<file path="config.mk">
export PLATFORM = sky130hd
export DESIGN_NAME = instruction_fetch_unit_flat
export DESIGN_NICKNAME = d
export VERILOG_FILES = /design/src/rtl/instruction_fetch_unit_if.sv /design/src/rtl/instruction_fetch_unit.sv /design/src/flat_wrapper.sv
export SDC_FILE = /design/constraint.sdc
export NUM_CORES = 1
export LEC_CHECK = 0
export BUFFER_PORTS_ARGS = -buffer_cell sky130_fd_sc_hd__buf_4
export CORE_AREA = 8 8 180 216
export DETAILED_ROUTE_END_ITERATION = 6
export DIE_AREA = 0 0 188 224
export GPL_ROUTABILITY_DRIVEN = 0
export PLACE_DENSITY = 0.61
export SLEW_MARGIN = 10
export SYNTH_ARGS = -nofsm -noshare
export SYNTH_HDL_FRONTEND = slang
export SYNTH_SLANG_ARGS = --single-unit
</file>
<file path="constraint.sdc">
create_clock -name clk -period 4 [get_ports clk]
set_clock_uncertainty 0.05 [all_clocks]
set_input_delay 0.4 -clock clk [delete_from_list [all_inputs] [get_ports clk]]
set_output_delay 0.4 -clock clk [all_outputs]
set_load 0.01 [all_outputs]
</file>
<file path="src/rtl/instruction_fetch_unit_if.sv">
// Bus bundle for the instruction fetch unit: instruction-memory port, redirect input
// and the decode-facing instruction stream.
interface instruction_fetch_unit_if #(
  parameter int FIFO_DEPTH = 4
);
  localparam int CW = $clog2(FIFO_DEPTH) + 1;

  // Decode handshake: an entry transfers on a cycle where out_valid and out_ready are
  // both high; out_valid never waits on out_ready, and out_inst/out_pc read 0 while
  // out_valid is low.
  logic [31:0]   imem_addr;
  logic [31:0]   imem_inst;
  logic          redirect_valid;
  logic [31:0]   redirect_pc;
  logic          out_valid;
  logic          out_ready;
  logic [31:0]   out_inst;
  logic [31:0]   out_pc;
  logic [CW-1:0] fifo_count;

  modport master (
    output imem_addr,
    input  imem_inst,
    input  redirect_valid,
    input  redirect_pc,
    output out_valid,
    input  out_ready,
    output out_inst,
    output out_pc,
    output fifo_count
  );

  modport slave (
    input  imem_addr,
    output imem_inst,
    output redirect_valid,
    output redirect_pc,
    input  out_valid,
    output out_ready,
    input  out_inst,
    input  out_pc,
    input  fifo_count
  );
endinterface

</file>
<file path="src/rtl/instruction_fetch_unit.sv">
// Instruction fetch unit: walks the fetch PC over a zero-latency instruction memory and
// queues {pc, inst} pairs in a small prefetch FIFO for decode; redirects flush and refetch.
module instruction_fetch_unit #(
  parameter logic [31:0] RESET_PC   = 32'h0000_0000,
  parameter int          FIFO_DEPTH = 4
) (
  input logic                      clk,
  input logic                      rst,
  instruction_fetch_unit_if.master bus
);
  localparam int PW = $clog2(FIFO_DEPTH);
  localparam int CW = PW + 1;

  logic [31:0]   fetch_pc;
  logic [PW-1:0] rd_ptr;
  logic [PW-1:0] wr_ptr;
  logic [CW-1:0] count;
  logic [31:0]   inst_mem [FIFO_DEPTH];
  logic [31:0]   pc_mem   [FIFO_DEPTH];

  logic          head_valid;
  logic          pop;
  logic          push;
  logic [31:0]   redirect_target;

  // Masking with ~3 keeps every redirect_pc bit in use while discarding the low two.
  assign redirect_target = bus.redirect_pc & ~32'h3;

  assign head_valid = (count != '0) && !bus.redirect_valid;
  assign pop        = head_valid && bus.out_ready;
  assign push       = !rst && !bus.redirect_valid && ((count < CW'(FIFO_DEPTH)) || pop);

  assign bus.imem_addr  = rst ? RESET_PC : fetch_pc;
  assign bus.out_valid  = head_valid;
  assign bus.out_inst   = head_valid ? inst_mem[rd_ptr] : 32'h0;
  assign bus.out_pc     = head_valid ? pc_mem[rd_ptr]   : 32'h0;
  assign bus.fifo_count = count;

  always_ff @(posedge clk) begin
    if (rst) begin
      fetch_pc <= RESET_PC;
      rd_ptr   <= '0;
      wr_ptr   <= '0;
      count    <= '0;
    end else if (bus.redirect_valid) begin
      fetch_pc <= redirect_target;
      rd_ptr   <= '0;
      wr_ptr   <= '0;
      count    <= '0;
    end else begin
      if (push) begin
        fetch_pc <= fetch_pc + 32'd4;
        wr_ptr   <= wr_ptr + PW'(1);
      end
      if (pop) begin
        rd_ptr <= rd_ptr + PW'(1);
      end
      case ({push, pop})
        2'b10:   count <= count + CW'(1);
        2'b01:   count <= count - CW'(1);
        default: count <= count;
      endcase
    end
  end

  // Storage needs no reset: an entry is only ever read after it has been written.
  always_ff @(posedge clk) begin
    if (push) begin
      inst_mem[wr_ptr] <= bus.imem_inst;
      pc_mem[wr_ptr]   <= fetch_pc;
    end
  end
endmodule

</file>
<file path="src/flat_wrapper.sv">
// flat-port wrapper written by rule: the top's interface ports become plain ports
module instruction_fetch_unit_flat 
#(
  parameter logic [31:0] RESET_PC   = 32'h0000_0000,
  parameter int          FIFO_DEPTH = 4
)
  (clk, rst, bus_imem_addr, bus_imem_inst, bus_redirect_valid, bus_redirect_pc, bus_out_valid, bus_out_ready, bus_out_inst, bus_out_pc, bus_fifo_count);
  instruction_fetch_unit_if #(.FIFO_DEPTH(FIFO_DEPTH)) bus_i ();
  input logic clk;
  input logic rst;
  output wire logic [$bits(bus_i.imem_addr)-1:0] bus_imem_addr;
  input wire logic [$bits(bus_i.imem_inst)-1:0] bus_imem_inst;
  input wire logic [$bits(bus_i.redirect_valid)-1:0] bus_redirect_valid;
  input wire logic [$bits(bus_i.redirect_pc)-1:0] bus_redirect_pc;
  output wire logic [$bits(bus_i.out_valid)-1:0] bus_out_valid;
  input wire logic [$bits(bus_i.out_ready)-1:0] bus_out_ready;
  output wire logic [$bits(bus_i.out_inst)-1:0] bus_out_inst;
  output wire logic [$bits(bus_i.out_pc)-1:0] bus_out_pc;
  output wire logic [$bits(bus_i.fifo_count)-1:0] bus_fifo_count;
  assign bus_imem_addr = bus_i.imem_addr;
  assign bus_i.imem_inst = bus_imem_inst;
  assign bus_i.redirect_valid = bus_redirect_valid;
  assign bus_i.redirect_pc = bus_redirect_pc;
  assign bus_out_valid = bus_i.out_valid;
  assign bus_i.out_ready = bus_out_ready;
  assign bus_out_inst = bus_i.out_inst;
  assign bus_out_pc = bus_i.out_pc;
  assign bus_fifo_count = bus_i.fifo_count;
  instruction_fetch_unit #(.RESET_PC(RESET_PC), .FIFO_DEPTH(FIFO_DEPTH)) u_core (.clk(clk), .rst(rst), .bus(bus_i));
endmodule
</file>
# Yosys cells after proc, flatten, opt, wreduce, memory -nomap -nowiden
# Memories as Yosys holds them, arrays and structs flattened. A register that Yosys moved wholly into a read port is not among the register bits.
# Cells that the tools add are included.
[op_classes]
add_sub_neg = 5
n_mul = 0
div = 0
order_cmp = 1
n_eq_ne = 2
shifts = 0
muxes = 12
bitwise_logic = 0
n_reduce_logical = 11
[op_table]
columns = ["op", "count"]
rows = [
  ["$mux 32", 5],
  ["$add 32x3->32 const B", 1],
  ["$mux 2", 4],
  ["$pmux 3 s2", 1],
  ["$add 2x1->2 const B", 2],
  ["$logic_and 1x1->1", 4],
  ["$reduce_bool 2->1", 2],
  ["$add 3x1->3 const B", 1],
  ["$lt 3x3->1 const B", 1],
  ["$reduce_bool 3->1", 1],
  ["$sub 3x1->3 const B", 1],
  ["$eq 2x1->1 const B", 1],
  ["$eq 2x2->1 const B", 1],
  ["$logic_not 1->1", 2],
  ["$mux 1", 2],
  ["$reduce_or 2->1", 1],
  ["$logic_or 1x1->1", 1],
]
[word_totals]
register_bits = 39
latchBits = 0
ram_bits = 256
rom_bits = 0
wordCells = 38
memories = 2
[memory_table]
columns = ["name", "words", "word_bits", "rd", "rd_clocked_by_memory_dff", "wr", "line_no", "rtl"]
rows = [
  ["u_core.inst_mem", 4, 32, 1, 1, 1, "instruction_fetch_unit.sv:18", "logic [31:0] inst_mem [FIFO_DEPTH];"],
  ["u_core.pc_mem", 4, 32, 1, 1, 1, "instruction_fetch_unit.sv:19", "logic [31:0] pc_mem [FIFO_DEPTH];"],
]

# Longest topological paths before layout
# Gate-level depths: netlist (run 1).
[logic_depth]
depth_word = 7
ltp_mapped = 10

# Worst setup path after synthesis (run 1)
# Ideal clock, no wire load.
[synth_path]
path_type = "input port to flip-flop"
start = "in bus_redirect_valid"
end = "mem u_core.inst_mem[0][0], enable pin"
setup_ns = 0.427
arrival_ns = 2.420
required_ns = 3.523
path_slack_ns = 1.103
cell_stages = 3
path_buffers = 1
path_cell_list = "clkbuf_1 nor2_1 and3_1"
[synth_between]
elab_chain_len = 7
elab_cells_between_ends = 8
cone_classes = "mux: 2; reduce/logical: 6"
[synth_rtl]
columns = ["item", "line_no", "rtl"]
rows = [
  ["from (decl)", "flat_wrapper.sv:13", "input wire logic [$bits(bus_i.redirect_valid)-1:0] bus_redirect_valid;"],
  ["$logic_not 1->1 *", "instruction_fetch_unit.sv:29, instruction_fetch_unit.sv:31", ""],
  ["$logic_and 1x1->1", "instruction_fetch_unit.sv:29", "assign head_valid = (count != '0) && !bus.redirect_valid;"],
  ["$logic_and 1x1->1", "instruction_fetch_unit.sv:30", "assign pop = head_valid && bus.out_ready;"],
  ["$logic_or 1x1->1", "instruction_fetch_unit.sv:31", "assign push = !rst && !bus.redirect_valid && ((count < CW'(FIFO_DEPTH)) || pop);"],
  ["$logic_and 1x1->1 *", "instruction_fetch_unit.sv:31", ""],
  ["$mux 1 *", "instruction_fetch_unit.sv:68", "if (push) begin"],
  ["$mux 1 (not written as such) *", "instruction_fetch_unit.sv:69", "inst_mem[wr_ptr] <= bus.imem_inst;"],
  ["to (decl)", "instruction_fetch_unit.sv:18", ""],
]
# Every way passes the cells marked *; elsewhere a longest branch is shown, timed or not.

==> metrics.cfg, run 1 <==
[clock_network]
numCtsBuffers = 29
cts.htree.levels = 1
cts_root_buf = clkbuf_16
clock-sinks = 287
clk_latency_ns = 0.54
cts.clk_slew.worst_paths_ns = 0.06
cts_tree = built
clock_path_buffers = 3

[yosys]
synthDominantCellAreaShare_pct = 62.9
syn_area_per_cell_um2 = 16.6
synth_async_sr_flop_share_pct = 0
synthFlopType = edfxtp_1
syn_inst = 715
synth_most_common_cell = edfxtp_1
yosysSeqAreaShare_pct = 69.5
synthTopCellsByArea = edfxtp_1, mux4_2, dfxtp_1
synth_enable_flop_cells = 248
synth_seq_cells = 287
yosysWarnings = 0
netlist_area_mm2 = 0.0118
synth_area_leader_cell = edfxtp_1
netlist_top_cells_count = edfxtp_1, and2_1, mux4_2, dfxtp_1, nor2_1
ys_types = 51

[global_routing]
grt-ovfl-total = 0
grt_first_pass_wirelength_mm = 44.0
grt_max_degree = 63
grt_usage_pct = 13.3
first_global_vias = 7271
antenna_found_initial = 0

[worst_hold_path]
hp-class = input port to flop
hold_start = bus_redirect_pc[31]

[setup_path]
critical_path_class = flop to primary output
regToRegStartpoint = u_core.bus.fifo_count[2]
cp_max_fo = 22
cp-start-kind = flop
crit_arrival_ns = 2.52
cp.required_ns = 3.55
endpoint_kind = primary output

[sta]
finalHoldViolations = 0
setup_viol = 0
drv_slew = 0
min_period_over_period_pct = 74.2
slew_headroom_pct = 40.0
rsz0062_at_grt = false
fmax_mhz = 337
worst_slew_pin_slew_ns = 0.897
post-route-min-period_ns = 2.97
whs_ns = 0.0425
tns_ns = 0

[power]
p_leak_nw = 5.07
power_density_mw_per_mm2 = 427
irDropWorstVdd_mv = 0.285

[floorplanning]
fp.dieArea_mm2 = 0.0421
die_y_um = 224
initial_utilization_pct = 33.4
rows = 76
die_w_um = 188
core_area_mm2 = 0.0355
ios = 168

[placed_design]
hpwlAfterDp_mm = 18.6
io_buffers = 161
placed_cell_area_mm2 = 0.0136

[detailed_routing]
post_drt_wl_per_cell_um = 20.3
dr.pass1.iters = 5
top_layer = met4
wl_met1_mm = 11.9
routed-wl-met2_mm = 14.5
vias = 6921
drtIter0Drc = 417
antenna_left = 0
wl_met3_mm = 1.47
drt-total-wl_mm = 28.6
via_per_inst = 4.92
drc = 0

[cells_and_area]
design_area_mm2 = 0.0149
syn2layout_area_growth_pct = 25.7
layout.nets = 992
drive_gt1_share_pct = 32.1
diodes = 0

[outcome]
outcome = finished, final reports clean

[flow_run]
cap_viol_max_count = 0

[flip-flops by register name, summed over array words and instances, names as in the netlist, named ones only]
signal	flops
u_core.bus.fifo_count	3
u_core.inst_mem	128
u_core.wr_ptr	2
u_core.rd_ptr	2
u_core.pc_mem	120
u_core.fetch_pc	30
[per-layer routing]
layer | track usage, % | vias up
li1 | - | 3198
met5 | 0 | -
met3 | 2.69 | 43
met1 | 16.4 | 3487
met4 | 4.58 | 0
met2 | 23.1 | 193
[path summary, 6_finish.rpt]
| kind | to | slack [ns] | cells past startpoint |
|---|---|---|---|
| max | bus_out_pc[9] | 1.03 | 4 |
| max reg2reg | u_core.bus.fifo_count[2] | 1.17 | 9 |
| min | u_core.fetch_pc[31] | 0.04 | 3 |
| min reg2reg | u_core.wr_ptr[1] | 0.46 | 2 |
[cell usage in the layout (no fill, tap or decap), types with 3 or more instances in the layout]
cell type      instances
nand2_1               19
nor2b_1               29
edfxtp_1             248
a21oi_1                8
xnor2_1                9
nand4_1               13
and4_1                 5
a31oi_1                3
a311oi_1              11
and3_4                 4
nor3_1                 5
conb_1                 4
dlygate4sd3_1         32
a211oi_1              10
dfxtp_1               37
xor2_1                 6
mux4_2                62
clkinv_1               3
clkbuf_16             29
a2111oi_0              3
o21ai_0                3
o31ai_1                5
clkinv_2               7
and2_1                66
clkbuf_1               5
nand3_1               13
nor4_1                 9
or3_1                  7
inv_1                 15
or4_1                  8
ha_1                   6
nor2_1                35
o311ai_0               3
buf_4                180
clkinvlp_4             3
[final cells by class]
class / count / area [um^2]
Timing Repair Buffer: 213 / 1690
Sequential cell: 287 / 8240
Multi-Input combinational cell: 371 / 3390
Clock buffer: 36 / 772
Clock inverter: 17 / 143
Inverter: 15 / 56.3
Fill cell: 3200 / 20600
Tap cell: 468 / 586
[metrics by stage]
stage | total power [mW] | instances | util (%) | setup WS, ns
after floorplan | 3.60 | 718 | - | 1.10
after global placement | 3.78 | 1322 | 38.5 | 1.16
after detailed placement | 3.79 | 1322 | 38.5 | 1.14
after CTS | 6.43 | 1407 | 41.9 | 0.923
after global routing | 6.55 | 1407 | 41.9 | 0.859
final | 6.35 | 1407 | 41.9 | 1.03
[power breakdown]
group / internal [mW] / total [mW] / switching [mW]
clock network: 1.49 / 2.60 / 1.11
registers: 3.33 / 3.40 / 0.0712
logic: 0.174 / 0.342 / 0.168
total: 5.00 / 6.35 / 1.35
[what timing repair did]
action,4_1_cts,5_1_grt
hold endpoints to repair,128,0
gates resized for setup,0,0
hold buffers,32,0
setup buffers,0,0
[cells by family (layout without fill, tap and decap cells)]
| group | after synthesis | after routing | synth area share (%) |
|---|---|---|---|
| DFF | 287 | 287 | 69.5 |
| and+or+nand+nor | 226 | 226 | 11.0 |
| AOI/OAI and AO/OA | 57 | 57 | 3.64 |
| muxes | 62 | 62 | 11.8 |
| xor gates and xnor gates | 15 | 15 | 1.11 |
| other | 1 | 4 | 0.0317 |
| adders and majority gates | 7 | 7 | 0.803 |
| buffers and inverters | 60 | 281 | 2.16 |
[critical path: stages, from the launching register on]
cell	delay (ns)
dfxtp_4	0.69
buf_4	0.40
mux4_2	0.53
and2_1	0.19
buf_4	0.15
No activity file was read; power rests on OpenSTA's default activity.
==> inputs of run 2 (changes only) <==
--- a/config.mk
+++ b/config.mk
@@ -10,7 +10,7 @@
 export DETAILED_ROUTE_END_ITERATION = 6
 export DIE_AREA = 0 0 188 224
 export GPL_ROUTABILITY_DRIVEN = 0
-export PLACE_DENSITY = 0.61
+export PLACE_DENSITY = 0.63
 export SLEW_MARGIN = 10
 export SYNTH_ARGS = -nofsm -noshare
 export SYNTH_HDL_FRONTEND = slang
==> constraint.sdc (replaced) <==
create_clock -name clk -period 2.4 [get_ports clk]
set_clock_uncertainty 0.05 [all_clocks]
set_input_delay 0.24 -clock clk [delete_from_list [all_inputs] [get_ports clk]]
set_output_delay 0.24 -clock clk [all_outputs]
set_load 0.01 [all_outputs]
==> run 2 against run 1 <==
  * Register-to-register slack got worse by 0.98 ns
  * Via count up 4.1%
  * Critical path depth is 1 higher
  * Die area unchanged
  * Power increased by 70%
  * Setup slack got worse by 1.0 ns
  * Final cell count is 4.7% higher
  * Flip-flop and latch count unchanged
  * Routed wire length grew 3.7%
  * Utilization is 2.7 points higher
  * First-iteration DRC count is 11% lower
  * Largest power group unchanged
==> metrics.cfg, run 2 (synthesis results as in run 1) <==
[outcome]
outcome = finished, final reports clean

[global_routing]
grt_usage_pct = 13.4
grt-ovfl-total = 0
grt_first_pass_wirelength_mm = 44.8
grt_busiest_layer = met2
antenna_found_initial = 0
first_global_vias = 7703
gr-usage-met1_pct = 16.7
grt_use_met3_pct = 2.32
grt_max_degree = 64
grt_use_met2_pct = 23.7

[power]
power_density_mw_per_mm2 = 681
irDropWorstVdd_mv = 0.572
power.total_mw = 10.8
p_leak_nw = 5.51

[setup_path]
regToRegStartpoint = u_core.bus.fifo_count[2]
endpoint_kind = primary output
reg2reg_depth = 9
timing.rr.end = u_core.bus.fifo_count[2]
cp_top_family = multiplexers
critical_path_class = flop to primary output
crit_arrival_ns = 2.10
path_buf_inv = 3
path_depth = 5
critical_path.cell_chain = buf_12, buf_16, mux4_2, and2_4, buf_6
cp-start-kind = flop
max_stage_delay_ns = 0.56
cp.required_ns = 2.11
crit_slowest_cell = mux4_2
r2r_slack_ns = 0.19
cp_max_fo = 10

[flow_run]
cap_viol_max_count = 0

[detailed_routing]
drtIter0Drc = 373
via_per_inst = 4.89
drt-total-wl_mm = 29.7
antenna_left = 0
post_drt_wl_per_cell_um = 20.1
dr.pass1.iters = 6
vias = 7204
drc = 0

[clock_network]
clock_path_buffers = 3
numCtsBuffers = 30
cts.htree.levels = 1
cts_root_buf = clkbuf_16
clk_latency_ns = 0.55
cts.clk_slew.worst_paths_ns = 0.06
clock-sinks = 287
cts_tree = built

[cells_and_area]
regMostFlops = u_core.inst_mem
largest_reg_flops = 128
fillers = 3165
final_cell_mix = edfxtp_1, buf_4, mux4_2
layout.nets = 1058
layout_commonest_cell = edfxtp_1
diodes = 0
syn2layout_area_growth_pct = 33.8
top_regs = u_core.inst_mem x128, u_core.pc_mem x120, u_core.fetch_pc x30
drive_gt1_share_pct = 36.9

[sta]
slew_headroom_pct = 58.7
min_period_over_period_pct = 99.5
fin_ws_ns = 0.0123
fmax_mhz = 419
finalHoldViolations = 0
setup_viol = 0
rsz0062_at_grt = true
whs_ns = 0.108
drv_slew = 0
worst_slew_pin_slew_ns = 0.617
post-route-min-period_ns = 2.39

[floorplanning]
core_area_mm2 = 0.0355
die_y_um = 224
initial_utilization_pct = 33.4
die_w_um = 188
ios = 168
rows = 76
fp.dieArea_mm2 = 0.0421

[placed_design]
hpwlAfterDp_mm = 18.6
place_ws_ns = 0.107
io_buffers = 161

[worst_hold_path]
hold_start = bus_out_ready
hold-path-cell-count = 5
hp-class = input port to flop

[run 2: changes by cell type in the layout (fill, tap and decap cells not counted), moves of 3 or more]
| cell | previous run | this run |
|---|---|---|
| and2_1 | 66 | 36 |
| dlygate4sd3_1 | 32 | 61 |
| clkbuf_16 | 29 | 34 |
| buf_16 | 0 | 3 |
| buf_6 | 0 | 20 |
| buf_12 | 1 | 8 |
| and2_4 | 0 | 30 |
| buf_4 | 180 | 183 |
[run 2: final cells by class]
class / count / area [um^2] / share of cell area (%)
Sequential cell: 287 / 8240 / 52.0
Timing Repair Buffer: 278 / 2530 / 16.0
Tap cell: 468 / 586 / 3.70
Clock inverter: 20 / 163 / 1.03
Clock buffer: 34 / 787 / 4.97
Inverter: 15 / 56.3 / 0.356
Multi-Input combinational cell: 371 / 3480 / 22.0
[run 2: per-layer routing]
metal	wire length [um]	vias to the layer above	part of all wire, %
met5	0	-	0
met3	1330	35	4.5
met4	557	0	1.9
met2	15200	178	51
met1	12600	3656	43
li1	-	3335	-
[run 2: worst max-delay path by stage]
stage                              from                        to  slack (ns)
2_1_floorplan        u_core.fetch_pc[2]       u_core.fetch_pc[22]        0.11
3_3_place_gp         u_core.fetch_pc[2]       u_core.fetch_pc[22]        0.16
3_5_place_dp   u_core.bus.fifo_count[2]  u_core.bus.fifo_count[2]        0.11
4_1_cts                            flop          bus_out_inst[11]       -0.04
5_1_grt                            flop          bus_out_inst[11]       -0.06
6_report                           flop          bus_out_inst[11]        0.01
[run 2: per-stage QoR]
stage / instances / setup TNS, ns / utilization, % / area (um^2)
after floorplan: 718 / 0 / - / 11900
after global placement: 1349 / 0 / 39.3 / 13900
after detailed placement: 1349 / 0 / 39.3 / 13900
after CTS: 1464 / -0.0574 / 43.9 / 15600
after global routing: 1473 / -1.19 / 44.7 / 15800
final: 1473 / 0 / 44.7 / 15800
[run 2: power breakdown]
part           switching [mW]  internal, mW  total, mW
clock                    1.87          2.57       4.44
sequential             0.0810          5.55       5.63
combinational           0.339         0.368      0.707
[run 2: worst reg2reg max path, cell delays in order (launching register included)]
cell and delay (ns):
dfxtp_1 0.42, nor2b_4 0.22, nor2_1 0.07, inv_1 0.13
ha_1 0.22, inv_1 0.07, fa_1 0.37, xor2_1 0.16
or3_1 0.30, a21oi_1 0.14
[run 2: timing repair]
action / CTS / global route
endpoints found under the setup margin: 14 / 64
hold endpoints to repair: 156 / 0
cloned: 0 / 5
hold buffers: 61 / 0
gates resized for setup: 19 / 36
setup buffers: 0 / 4
==> inputs of run 3 (changes only) <==
--- a/config.mk
+++ b/config.mk
@@ -6,11 +6,12 @@
 export NUM_CORES = 1
 export LEC_CHECK = 0
 export BUFFER_PORTS_ARGS = -buffer_cell sky130_fd_sc_hd__buf_4
-export CORE_AREA = 8 8 180 216
+export CORE_AREA = 8 8 150 180
+export CTS_BUF_LIST = sky130_fd_sc_hd__clkbuf_8
 export DETAILED_ROUTE_END_ITERATION = 6
-export DIE_AREA = 0 0 188 224
+export DIE_AREA = 0 0 158 188
 export GPL_ROUTABILITY_DRIVEN = 0
-export PLACE_DENSITY = 0.63
+export PLACE_DENSITY = 0.83
 export SLEW_MARGIN = 10
 export SYNTH_ARGS = -nofsm -noshare
 export SYNTH_HDL_FRONTEND = slang
==> constraint.sdc (replaced) <==
create_clock -name clk -period 2.4 [get_ports clk]
set_clock_uncertainty 0.05 [all_clocks]
set_input_delay 0.24 -clock clk [delete_from_list [all_inputs] [get_ports clk]]
set_output_delay 0.24 -clock clk [all_outputs]
set_load 0.005 [all_outputs]
==> run 3 against run 2 <==
  * Sequential share of layout area grew 1.8 points
  * Flip-flop and latch count stayed put
  * Final cell count down 8.9%
  * Power is 5.6% lower
  * Via count is 2.9% higher
  * Global-route usage rose by 5.3 points
  * Setup slack improved by 0.053 ns
  * Design area is 3.3% lower
  * Non-clock buffer count shrank 10
  * Worst hold slack worse by 0.038 ns
  * Clock-buffer cell count increased by 10
  * Highest routed layer unchanged
==> metrics.cfg, run 3 (synthesis results as in run 1) <==
[setup_path]
critPathMostFrequentCell = buf_4
crit_slowest_cell = mux4_2
critical_path_class = flop to primary output
crit_arrival_ns = 2.05
cp-start-kind = flop
cp_top_family = multiplexers
cp.required_ns = 2.11
critical_path.cell_chain = buf_4, mux4_2, and2_1, buf_4
max_stage_delay_ns = 0.54
path_buf_inv = 2
endpoint_kind = primary output
cp_max_fo = 7

[cells_and_area]
drive_gt1_share_pct = 33.7
top_regs = u_core.inst_mem x128, u_core.pc_mem x120, u_core.fetch_pc x30
regMostFlops = u_core.inst_mem
syn2layout_area_growth_pct = 29.5
layout_commonest_cell = edfxtp_1
layout.nets = 1062
design_area_mm2 = 0.0153
diodes = 0
final_cell_mix = edfxtp_1, buf_4, and2_1
largest_reg_flops = 128

[flow_run]
cap_viol_max_count = 0

[clock_network]
clock_path_buffers = 3
cts.clk_slew.worst_paths_ns = 0.06
cts_root_buf = clkbuf_8
clk_latency_ns = 0.55
clock-sinks = 287
numCtsBuffers = 44
cts.htree.levels = 2
cts_tree = built

[sta]
min_period_over_period_pct = 97.3
setup_viol = 0
slew_headroom_pct = 51.9
fmax_mhz = 428
worst_slew_pin_slew_ns = 0.720
rsz0062_at_grt = true
post-route-min-period_ns = 2.34
drv_slew = 0
finalHoldViolations = 0

[detailed_routing]
via_per_inst = 5.52
drtIter0Drc = 480
dr.pass1.iters = 5
wl_met1_mm = 11.0
post_drt_wl_per_cell_um = 20.7
antenna_left = 0
top_layer = met4
vias = 7410
drc = 0
drt-total-wl_mm = 27.8
routed-wl-met2_mm = 14.4
wl_met3_mm = 1.57

[power]
power.total_mw = 10.2
irDropWorstVdd_mv = 0.405
p_leak_nw = 5.40
power_density_mw_per_mm2 = 664

[floorplanning]
ios = 168
initial_utilization_pct = 48.8
rows = 63
fp.dieArea_mm2 = 0.0297
die_y_um = 188
die_w_um = 158
core_area_mm2 = 0.0243

[placed_design]
hpwlAfterDp_mm = 18.1
io_buffers = 161
placed_cell_area_mm2 = 0.0138

[global_routing]
grt_first_pass_wirelength_mm = 42.8
grt_max_degree = 64
grt-ovfl-total = 0
grt_usage_pct = 18.8
first_global_vias = 7771
antenna_found_initial = 0

[outcome]
outcome = finished, final reports clean

[worst_hold_path]
hp-class = input port to flop

[run 3: changes by cell type in the layout (fill, tap and decap cells not counted), moves of 11 or more]
| cell | change |
|---|---|
| clkbuf_8 | +44 |
| clkbuf_16 | -34 |
| and2_1 | +29 |
| and2_4 | -29 |
| buf_6 | -17 |
| inv_1 | +11 |
[run 3: metrics by stage]
step	setup TNS [ns]	utilization (%)	instances	hold slack, ns	worst slack (ns)
6_report	0	63.1	1342	0.0699	0.0649
5_1_grt	-0.0634	63.1	1342	0.0722	-0.0155
4_1_cts	0	63.1	1342	0.0434	0.0104
3_5_place_dp	0	57.0	1204	0.394	0.0950
3_3_place_gp	0	57.0	1204	0.390	0.185
2_1_floorplan	0	-	718	0.289	0.109
[run 3: cell type report]
cell class | instances | area, um^2
clock inverter | 32 | 226
fill | 1756 | 8960
sequential | 287 | 8240
inverter | 15 | 56.3
tap | 325 | 407
multi-input combinational | 371 | 3400
timing repair buffer | 268 | 2390
clock buffer | 44 | 606
[run 3: what timing repair did]
item,CTS,global route
gates resized for setup,2,5
hold buffers,61,0
setup buffers,1,0
setup endpoints to repair,62,15
endpoints found under the hold margin,156,0
[run 3: path summary, 6_finish.rpt]
check / from / to / slack [ns] / depth (start not counted)
worst min-delay path: rst / u_core.fetch_pc[14] / 0.07 / 3
worst max register to register: u_core.fetch_pc[2] / u_core.fetch_pc[22] / 0.09 / 5
worst max-delay path: flop / bus_out_pc[25] / 0.06 / 4
worst min register to register: u_core.wr_ptr[1] / u_core.wr_ptr[1] / 0.46 / 2
[run 3: power breakdown]
group          leakage [nW]  switching [mW]  internal, mW  total, mW
combinational          2.33           0.307         0.356      0.663
sequential             2.60          0.0917          5.55       5.65
clock                 0.464            1.82          2.05       3.87
total                  5.40            2.22          7.96       10.2
[run 3: worst reg2reg max path, stage by stage, from the launching register on]
cell	delay, ns
dfxtp_1	0.35
ha_1	0.23
nand4_1	0.14
or4_1	0.64
or4_1	0.56
a311oi_1	0.25
[run 3: layer usage]
layer	up-vias	GRT usage, %
li1	3349	-
met1	3713	23.0
met2	285	32.3
met3	63	3.11
met4	0	7.78
met5	-	0
